$ cat src/rtl/hilo_pkg.sv
// Shared types and helpers for the HI/LO divide sequencer.
package hilo_pkg;

   localparam int unsigned DIV_LATENCY_DEFAULT = 33;

   typedef logic [31:0] word_t;

   typedef enum logic [1:0] {
      IDLE = 2'd0,
      RUN  = 2'd1,
      FIX  = 2'd2
   } state_e;

   function automatic word_t neg_if(input word_t v, input logic neg);
      return neg ? (~v + 32'd1) : v;
   endfunction

endpackage

$ cat src/rtl/div_sign_fix.sv
// Restores the signs of the divider's unsigned quotient/remainder for DIV.
module div_sign_fix
   import hilo_pkg::*;
(
   input  word_t q_mag,
   input  word_t r_mag,
   input  logic  is_signed,
   input  logic  a_neg,
   input  logic  b_neg,
   output word_t hi_fix,
   output word_t lo_fix
);

   // Remainder follows the dividend's sign; quotient is negative when signs differ.
   always_comb begin
      lo_fix = neg_if(q_mag, is_signed & (a_neg ^ b_neg));
      hi_fix = neg_if(r_mag, is_signed & a_neg);
   end

endmodule

$ cat src/rtl/hilo_ctrl.sv
// Divide sequencer and architectural HI/LO registers.
module hilo_ctrl
   import hilo_pkg::*;
#(
   parameter int unsigned DIV_LATENCY = DIV_LATENCY_DEFAULT
) (
   input  logic        clk,
   input  logic        reset,
   input  logic        div_start,
   input  logic        div_signed,
   input  logic [31:0] dividend,
   input  logic [31:0] divisor,
   output logic        div_ctrl,
   output logic [31:0] div_a,
   output logic [31:0] div_b,
   input  logic [31:0] div_hi,
   input  logic [31:0] div_lo,
   input  logic        mthi,
   input  logic        mtlo,
   input  logic [31:0] wdata,
   output logic [31:0] hi,
   output logic [31:0] lo,
   output logic        busy,
   output logic        done,
   output logic        div_zero
);

   localparam int unsigned CW = (DIV_LATENCY > 1) ? $clog2(DIV_LATENCY) : 1;
   localparam logic [CW-1:0] CNT_LAST = CW'(DIV_LATENCY - 1);

   state_e        state_q, state_d;
   logic [CW-1:0] cnt_q, cnt_d;
   logic          sgn_q, sgn_d;
   logic          a_neg_q, a_neg_d;
   logic          b_neg_q, b_neg_d;
   word_t         div_a_q, div_a_d;
   word_t         div_b_q, div_b_d;
   word_t         hi_q, hi_d;
   word_t         lo_q, lo_d;
   logic          done_q, done_d;
   logic          zero_q, zero_d;
   word_t         hi_fix, lo_fix;

   div_sign_fix u_fix (
      .q_mag     (div_lo),
      .r_mag     (div_hi),
      .is_signed (sgn_q),
      .a_neg     (a_neg_q),
      .b_neg     (b_neg_q),
      .hi_fix    (hi_fix),
      .lo_fix    (lo_fix)
   );

   always_comb begin
      state_d = state_q;
      cnt_d   = cnt_q;
      sgn_d   = sgn_q;
      a_neg_d = a_neg_q;
      b_neg_d = b_neg_q;
      div_a_d = div_a_q;
      div_b_d = div_b_q;
      hi_d    = hi_q;
      lo_d    = lo_q;
      done_d  = 1'b0;
      zero_d  = 1'b0;
      unique case (state_q)
         IDLE: begin
            // A start request always takes priority over mthi/mtlo.
            if (div_start) begin
               if (divisor == '0) begin
                  done_d = 1'b1;
                  zero_d = 1'b1;
               end else begin
                  sgn_d   = div_signed;
                  a_neg_d = dividend[31];
                  b_neg_d = divisor[31];
                  div_a_d = neg_if(dividend, div_signed & dividend[31]);
                  div_b_d = neg_if(divisor, div_signed & divisor[31]);
                  cnt_d   = '0;
                  state_d = RUN;
               end
            end else begin
               if (mthi) hi_d = wdata;
               if (mtlo) lo_d = wdata;
            end
         end
         RUN: begin
            cnt_d = cnt_q + CW'(1);
            if (cnt_q == CNT_LAST) state_d = FIX;
         end
         FIX: begin
            hi_d    = hi_fix;
            lo_d    = lo_fix;
            done_d  = 1'b1;
            state_d = IDLE;
         end
         default: state_d = IDLE;
      endcase
   end

   always_ff @(posedge clk) begin
      if (reset) begin
         state_q <= IDLE;
         cnt_q   <= '0;
         sgn_q   <= 1'b0;
         a_neg_q <= 1'b0;
         b_neg_q <= 1'b0;
         div_a_q <= '0;
         div_b_q <= '0;
         hi_q    <= '0;
         lo_q    <= '0;
         done_q  <= 1'b0;
         zero_q  <= 1'b0;
      end else begin
         state_q <= state_d;
         cnt_q   <= cnt_d;
         sgn_q   <= sgn_d;
         a_neg_q <= a_neg_d;
         b_neg_q <= b_neg_d;
         div_a_q <= div_a_d;
         div_b_q <= div_b_d;
         hi_q    <= hi_d;
         lo_q    <= lo_d;
         done_q  <= done_d;
         zero_q  <= zero_d;
      end
   end

   assign div_ctrl = (state_q == RUN);
   assign busy     = (state_q != IDLE);
   assign div_a    = div_a_q;
   assign div_b    = div_b_q;
   assign hi       = hi_q;
   assign lo       = lo_q;
   assign done     = done_q;
   assign div_zero = zero_q;

endmodule
$ cat config.mk
export PLATFORM = sky130hd
export DESIGN_NAME = hilo_ctrl
export DESIGN_NICKNAME = d
export VERILOG_FILES = /design/src/rtl/hilo_pkg.sv /design/src/rtl/div_sign_fix.sv /design/src/rtl/hilo_ctrl.sv
export SDC_FILE = /design/constraint.sdc
export NUM_CORES = 1
export LEC_CHECK = 0
export CORE_MARGIN = 1.5
export CORE_UTILIZATION = 44
export DETAILED_ROUTE_END_ITERATION = 6
export DONT_BUFFER_PORTS = 1
export PLACE_DENSITY = 0.62
export SLEW_MARGIN = 20
export SYNTH_ARGS = -nofsm -noshare
export SYNTH_HDL_FRONTEND = slang
export SYNTH_HIERARCHICAL = 1
export SYNTH_SLANG_ARGS = --single-unit
$ cat constraint.sdc
create_clock -name clk -period 3.2 [get_ports clk]
set_input_delay 0.64 -clock clk [delete_from_list [all_inputs] [get_ports clk]]
set_output_delay 0.64 -clock clk [all_outputs]
set_load 0.05 [all_outputs]
# Word-level counts from Yosys, hierarchy flattened
# Cells that the tools add are included.
[op_classes]
n_addsub = 5
mul = 0
div = 0
order_cmp = 0
n_eq_ne = 9
n_shift = 0
mux = 20
n_bitwise = 11
reduce_logical = 11
[op_table]
columns = ["operator", "count"]
rows = [
  ["two-way mux 32 bit", 8],
  ["adder 32 x 1 -> 32 bit (second input constant)", 4],
  ["NOT 32 bit", 4],
  ["case mux 32 bit (2 select lines)", 2],
  ["logical NOT 32 bit", 1],
  ["AND reduction 3 bit", 5],
  ["two-way mux 6 bit", 2],
  ["case mux 6 bit (2 select lines)", 1],
  ["inequality test 2 bit (second input constant)", 5],
  ["adder 6 x 1 -> 6 bit (second input constant)", 1],
  ["equality test 6 bit (second input constant)", 1],
  ["two-way mux 2 bit", 3],
  ["nonzero test 2 bit", 3],
  ["AND 1 bit", 4],
  ["case mux 2 bit (2 select lines)", 1],
  ["equality test 2 x 1 -> 1 bit (second input constant)", 1],
  ["equality test 2 bit (second input constant)", 1],
  ["logical NOT 2 bit", 1],
  ["two-way mux 1 bit", 2],
  ["inequality test 2 x 1 -> 1 bit (second input constant)", 1],
  ["NOT 1 bit", 2],
  ["case mux 1 bit (2 select lines)", 1],
  ["OR reduction 2 bit", 1],
  ["XOR 1 bit", 1],
]
[totals]
register_bits = 141
latchBits = 0
ram_bits = 0
rom_bits = 0
input_bits = 166
output_inout_bits = 132
wordCells = 67
memories = 0

# Logic depth before layout (Yosys ltp)
[logic_depth]
word_depth = 4
depth_mapped = 10
depth_no_buf = 9

# Cells and area by module
# The synthesis kept the hierarchy.
[modules_own_cells]
columns = ["module", "n_inst", "cells_each", "area_per_inst_um2"]
rows = [
  ["hilo_ctrl", 1, 790, 7073.0],
  ["div_sign_fix", 1, 210, 1403.8],
]

# Worst setup path after synthesis
# OpenSTA, ideal clock, no wires.
[synth_path]
path_kind = "input port to flip-flop"
startpoint = "input port div_lo[24]"
endpoint = "register lo_q[31] (netlist: lo[31])"
setup_ns = 0.087
arrival_ns = 2.463
required_time_ns = 3.113
setup_slack_ns = 0.650
stages = 7
path_buffers = 0
cell_sequence = "or4_4 > or3_4 > or4_4 > o21ai_2 > xnor2_1 > mux2i_1 > a211oi_1"
[synth_between]
elab_chain_len = 4
[synth_rtl]
columns = ["item", "line_no", "rtl"]
rows = [
  ["start, declared", "hilo_ctrl.sv:17", "input logic [31:0] div_lo,"],
  ["NOT 32 bit", "hilo_pkg.sv:15", "return neg ? (~v + 32'd1) : v;"],
  ["adder 32 x 1 -> 32 bit", "hilo_pkg.sv:15", ""],
  ["two-way mux 32 bit", "hilo_pkg.sv:15", ""],
  ["named net lo_fix[31]", "hilo_ctrl.sv:42", "word_t hi_fix, lo_fix;"],
  ["case mux 32 bit (2 select lines)", "hilo_ctrl.sv:66", "unique case (state_q)"],
  ["end signal, assigned", "hilo_ctrl.sv:123", "lo_q <= lo_d;"],
  ["end, declared", "hilo_ctrl.sv:39", "word_t lo_q, lo_d;"],
]
# The timed path passes the listed nets, and every way through them passes these cells.
# A chain may end at the register's enable or synchronous reset.

# Worst setup path in the final report
[layout_path]
startpoint = "input port div_hi[4]"
endpoint = "register hi_q[31] (netlist: hi[31])"
[layout_between]
elab_chain_len = 4
[layout_rtl]
columns = ["item", "line_no", "rtl"]
rows = [
  ["start, declared", "hilo_ctrl.sv:16", "input logic [31:0] div_hi,"],
  ["NOT 32 bit", "hilo_pkg.sv:15", ""],
  ["adder 32 x 1 -> 32 bit", "hilo_pkg.sv:15", ""],
  ["two-way mux 32 bit", "hilo_pkg.sv:15", ""],
  ["named net hi_fix[31]", "hilo_ctrl.sv:42", ""],
  ["case mux 32 bit (2 select lines)", "hilo_ctrl.sv:66", ""],
  ["end signal, assigned", "hilo_ctrl.sv:122", "hi_q <= hi_d;"],
  ["end, declared", "hilo_ctrl.sv:38", "word_t hi_q, hi_d;"],
]
# The timed path passes the listed nets, and every way through them passes these cells.

==> qor.log <==
qor: placement.placed_wire_length_estimate 18,100 µm
qor: pwr.pwr-share-comb 0.112
qor: synth.yosysMostFrequentCell dfxtp_1
qor: cells_and_area.layout-area-overhead-vs-synth 9.09%
qor: global_route.groute.usage.overall 0.238
qor: hold_path.hold_class input pin to flip-flop
qor: cells_and_area.total_area_of_multi_input_combinational_cells 5270 µm²
qor: pwr.power.share.switching 0.331
qor: sta.timing.max_slew.rel_slack 0.377
qor: synth.largest_family_of_logic_cells_by_synthesized_area compound AO/OA/AOI/OAI gates
qor: cells_and_area.post_route_cells_drive_above_1_share 0.128
qor: detailed_routing.detailroute.via_count 7,337
qor: sta.layout_worst_path_cycle_share 0.792
qor: cells_and_area.post_layout_utilization_of_the_core 0.491
qor: sta.layout_min_cycle_time 2.53 ns
qor: floorplan.dieWidth 142 µm
qor: pwr.power.static_leakage 0.00307 µW
qor: sta.setup_repair_after_global_routing_missed_its_margin false
qor: synth.synthTopCellsByArea dfxtp_1 (33%), a211oi_2 (7.7%), xor2_1 (6.3%), nor2_1 (5.9%), xnor2_1 (5.9%)
qor: detailed_routing.avgViaCountPerCell 5.91
qor: critical_path.crit_arrival 2.84 ns
qor: clock_tree.cts.reportedPaths.clkPinSlew 0.07 ns
qor: pwr.part_of_the_total_power_dissipated_in_the_clock_network 0.414
qor: critical_path.worstPathRequired 3.51 ns
qor: synth.share_of_flip_flops_with_an_asynchronous_set_or_reset_after_synthesis 0
qor: synth.yosys-top-cells-count dfxtp_1 (141), nor2_1 (133), nand2_1 (84), a21oi_1 (76), xor2_1 (61)
qor: detailed_routing.antenna_violating_nets_post_route 0
qor: pwr.power.switching 1670 µW
qor: placement.gpl.final_weighted_congestion 0.858
qor: synth.synthesis.instances 1,000
qor: synth.synth_simple_gate_area_share 0.198
qor: job.cap_viol_max_count 0
qor: floorplan.floorplan.core_area 18,800 µm²
qor: critical_path.timing.rr.start state_q[0]$_SDFFE_PP0P_
qor: cells_and_area.count_of_filler_cells_inserted_in_the_layout 1,850
qor: clock_tree.clkSinkCount 141
qor: synth.yosys.area_share.xor_xnor 0.122
qor: synth.synth_seq_area_share 0.333
qor: synth.ys_warn_count 6
qor: clock_tree.number_of_hold_buffers_added_after_cts 0
qor: clock_tree.tritoncts built
qor: global_route.grt_use_met3 0.0965
qor: outcome.outcome finished, final reports clean
qor: clock_tree.clkLatencyLatePin 0.42 ns
qor: critical_path.critPathCaptureType flip-flop
qor: detailed_routing.drt-wirelength-per-cell 20.0 µm
qor: global_route.met2_usage 0.395
qor: hold_path.min-delay-start reset
qor: pwr.seq_power_share 0.474
qor: detailed_routing.drt_wl_total 24,800 µm
qor: critical_path.critical_path_peak_fanout 9
qor: floorplan.die_area 20,100 µm²
qor: synth.main_synth_ff_type dfxtp_1
qor: global_route.grt_first_pass_wirelength 37,600 µm
qor: critical_path.critical_path_class input pin to flip-flop
qor: synth.syn_avg_cell_area 8.48 µm²
qor: pwr.power_per_cell_area 545 nW/µm²
qor: clock_tree.number_of_clock_buffers_inserted_by_tritoncts 17
qor: clock_tree.postCtsSetupBuffers 0
qor: synth.synth.lib_cells_used.distinct 58
qor: global_route.grt_max_degree 144
qor: synth.count_of_flip_flops_with_a_built_in_enable_after_synthesis 0
qor: synth.synth-compound-area-share 0.253
qor: sta.finalMaxSlewViolations 0
qor: floorplan.i_o_pin_count 298
qor: global_route.gr-usage-met1 0.275
qor: synth.net_count_after_synthesis 1,172
qor: placement.placed_cells 1,209
qor: clock_tree.ctsResizeCount 0
qor: critical_path.timing.critical_path.from_type input pin
qor: critical_path.critPathLaunch div_hi[4]
qor: synth.syn-cell-area 8480 µm²
qor: synth.synth_seq_cells 141
qor: detailed_routing.drt_iter0_markers 413
qor: synth.post-synth-top-area-fraction 0.333
qor: pwr.vdd_ir_drop_max 0.000332 V
qor: sta.final_setup_violating_endpoints 0
qor: synth.synth_fa_ha_area_frac 0.00886
qor: sta.tightestPinTransition 0.933 ns
qor: pwr.internal_power 3370 µW
qor: floorplan.rows 50
qor: floorplan.initial_utilization 0.450
qor: sta.timing_hold_violations_final 0
qor: cells_and_area.post_layout_nonfiller_instances 1,241
qor: clock_tree.ctsHtreeMaxLevel 4
qor: global_route.vias_in_the_first_global_route 6,846
qor: global_route.grt.busiest_layer met2
qor: detailed_routing.drt-pass1-iter-count 5
qor: placement.port_buffers 0
qor: clock_tree.clk_root_buffer_cell clkbuf_16
qor: sta.timing.clock.skew 0.0124 ns
qor: synth.post_synth_mux_area_share 0.0378
qor: floorplan.die_height 142 µm
qor: sta.timing.fmax 395 MHz
qor: synth.synth_top_area_cell dfxtp_1
qor: sta.timing.setup.tns 0 ns
qor: cells_and_area.post_layout_nets 1,140
qor: cells_and_area.sequential_cell_area 2820 µm²
qor: global_route.grt_overflow_total 0
qor: detailed_routing.post-route-drc-count 0
qor: global_route.number_of_antenna_violations_at_the_first_check_in_global_routing 0
qor: cells_and_area.antennaDiodeCount 0
qor: clock_tree.ctsLongestPathBuffers 2
-- worst max-delay path, stage by stage --
cell and delay (ns):
nor4_1 0.54, nand3_1 0.35, nor4_4 0.56, a41oi_1 0.23
xor2_1 0.20, a221oi_1 0.27, nor2_1 0.06
-- cells by family after synthesis --
group,after synthesis
buf+inv,83
compound gates,281
mux,32
simple gates,339
flops,141
xor+xnor,118
fa+ha+maj,6
-- power groups by stage --
stage	Clock (µW)	Sequential, µW	Combinational [µW]
2_1_floorplan	0	2390	522
3_3_place_gp	0	2430	552
3_5_place_dp	0	2430	562
4_1_cts	2140	2390	566
5_1_grt	2210	2410	628
6_report	2090	2390	562
-- flip-flops by register name (all words and copies together), names as in the netlist --
name and cells:
a_neg_q 1, state_q 2, div_b 32, lo 32
hi 32, sgn_q 1, div_a 32, done 1
div_zero 1, cnt_q 6, b_neg_q 1
-- area by class of cell --
type | count | share of cell area
Multi-Input combinational cell | 776 | 0.570
Clock buffer | 18 | 0.0464
Clock inverter | 14 | 0.0199
Tap cell | 260 | 0.0352
Timing Repair Buffer | 15 | 0.0162
Sequential cell | 141 | 0.305
Inverter | 17 | 0.00690
-- per-stage QoR --
| stage | worst slack [ns] | cell area (µm²) | power [µW] | hold WS [ns] |
|---|---|---|---|---|
| finish | 0.665 | 9250 | 5040 | 0.281 |
| global route | 0.529 | 9250 | 5240 | 0.256 |
| CTS | 0.780 | 9250 | 5100 | 0.262 |
| detailed placement | 0.312 | 8630 | 2990 | 0.466 |
| global placement | 0.347 | 8630 | 2980 | 0.458 |
| floorplan | 0.650 | 8480 | 2910 | 0.448 |
-- metal layers --
metal	routed length, µm	vias to the layer above
met4	477	0
met1	9970	3437
met5	0	-
met3	2570	37
met2	11800	293
li1	-	3570
-- path summary, 6_finish.rpt --
path / to / slack [ns] / cells after the start
worst max-delay path: hi[31]$_SDFFE_PP0P_ / 0.67 / 7
worst max register to register: div_a[1]$_SDFFE_PP0P_ / 1.08 / 5
worst min-delay path: div_a[3]$_SDFFE_PP0P_ / 0.28 / 1
worst min register to register: b_neg_q$_SDFFE_PP0P_ / 0.47 / 2
-- layout by cell type, fill, tap and decap left out, drive strengths merged, types with 19 or more instances in the layout --
cell type / instances
dfxtp: 141
o21ai: 31
o31ai: 22
a211oi: 84
nand2: 84
xor2: 61
nor3: 28
a21oi: 76
inv: 22
nor2: 133
a22oi: 32
xnor2: 57
mux2i: 32
nor4: 19
(Power assumes the default switching activity.)
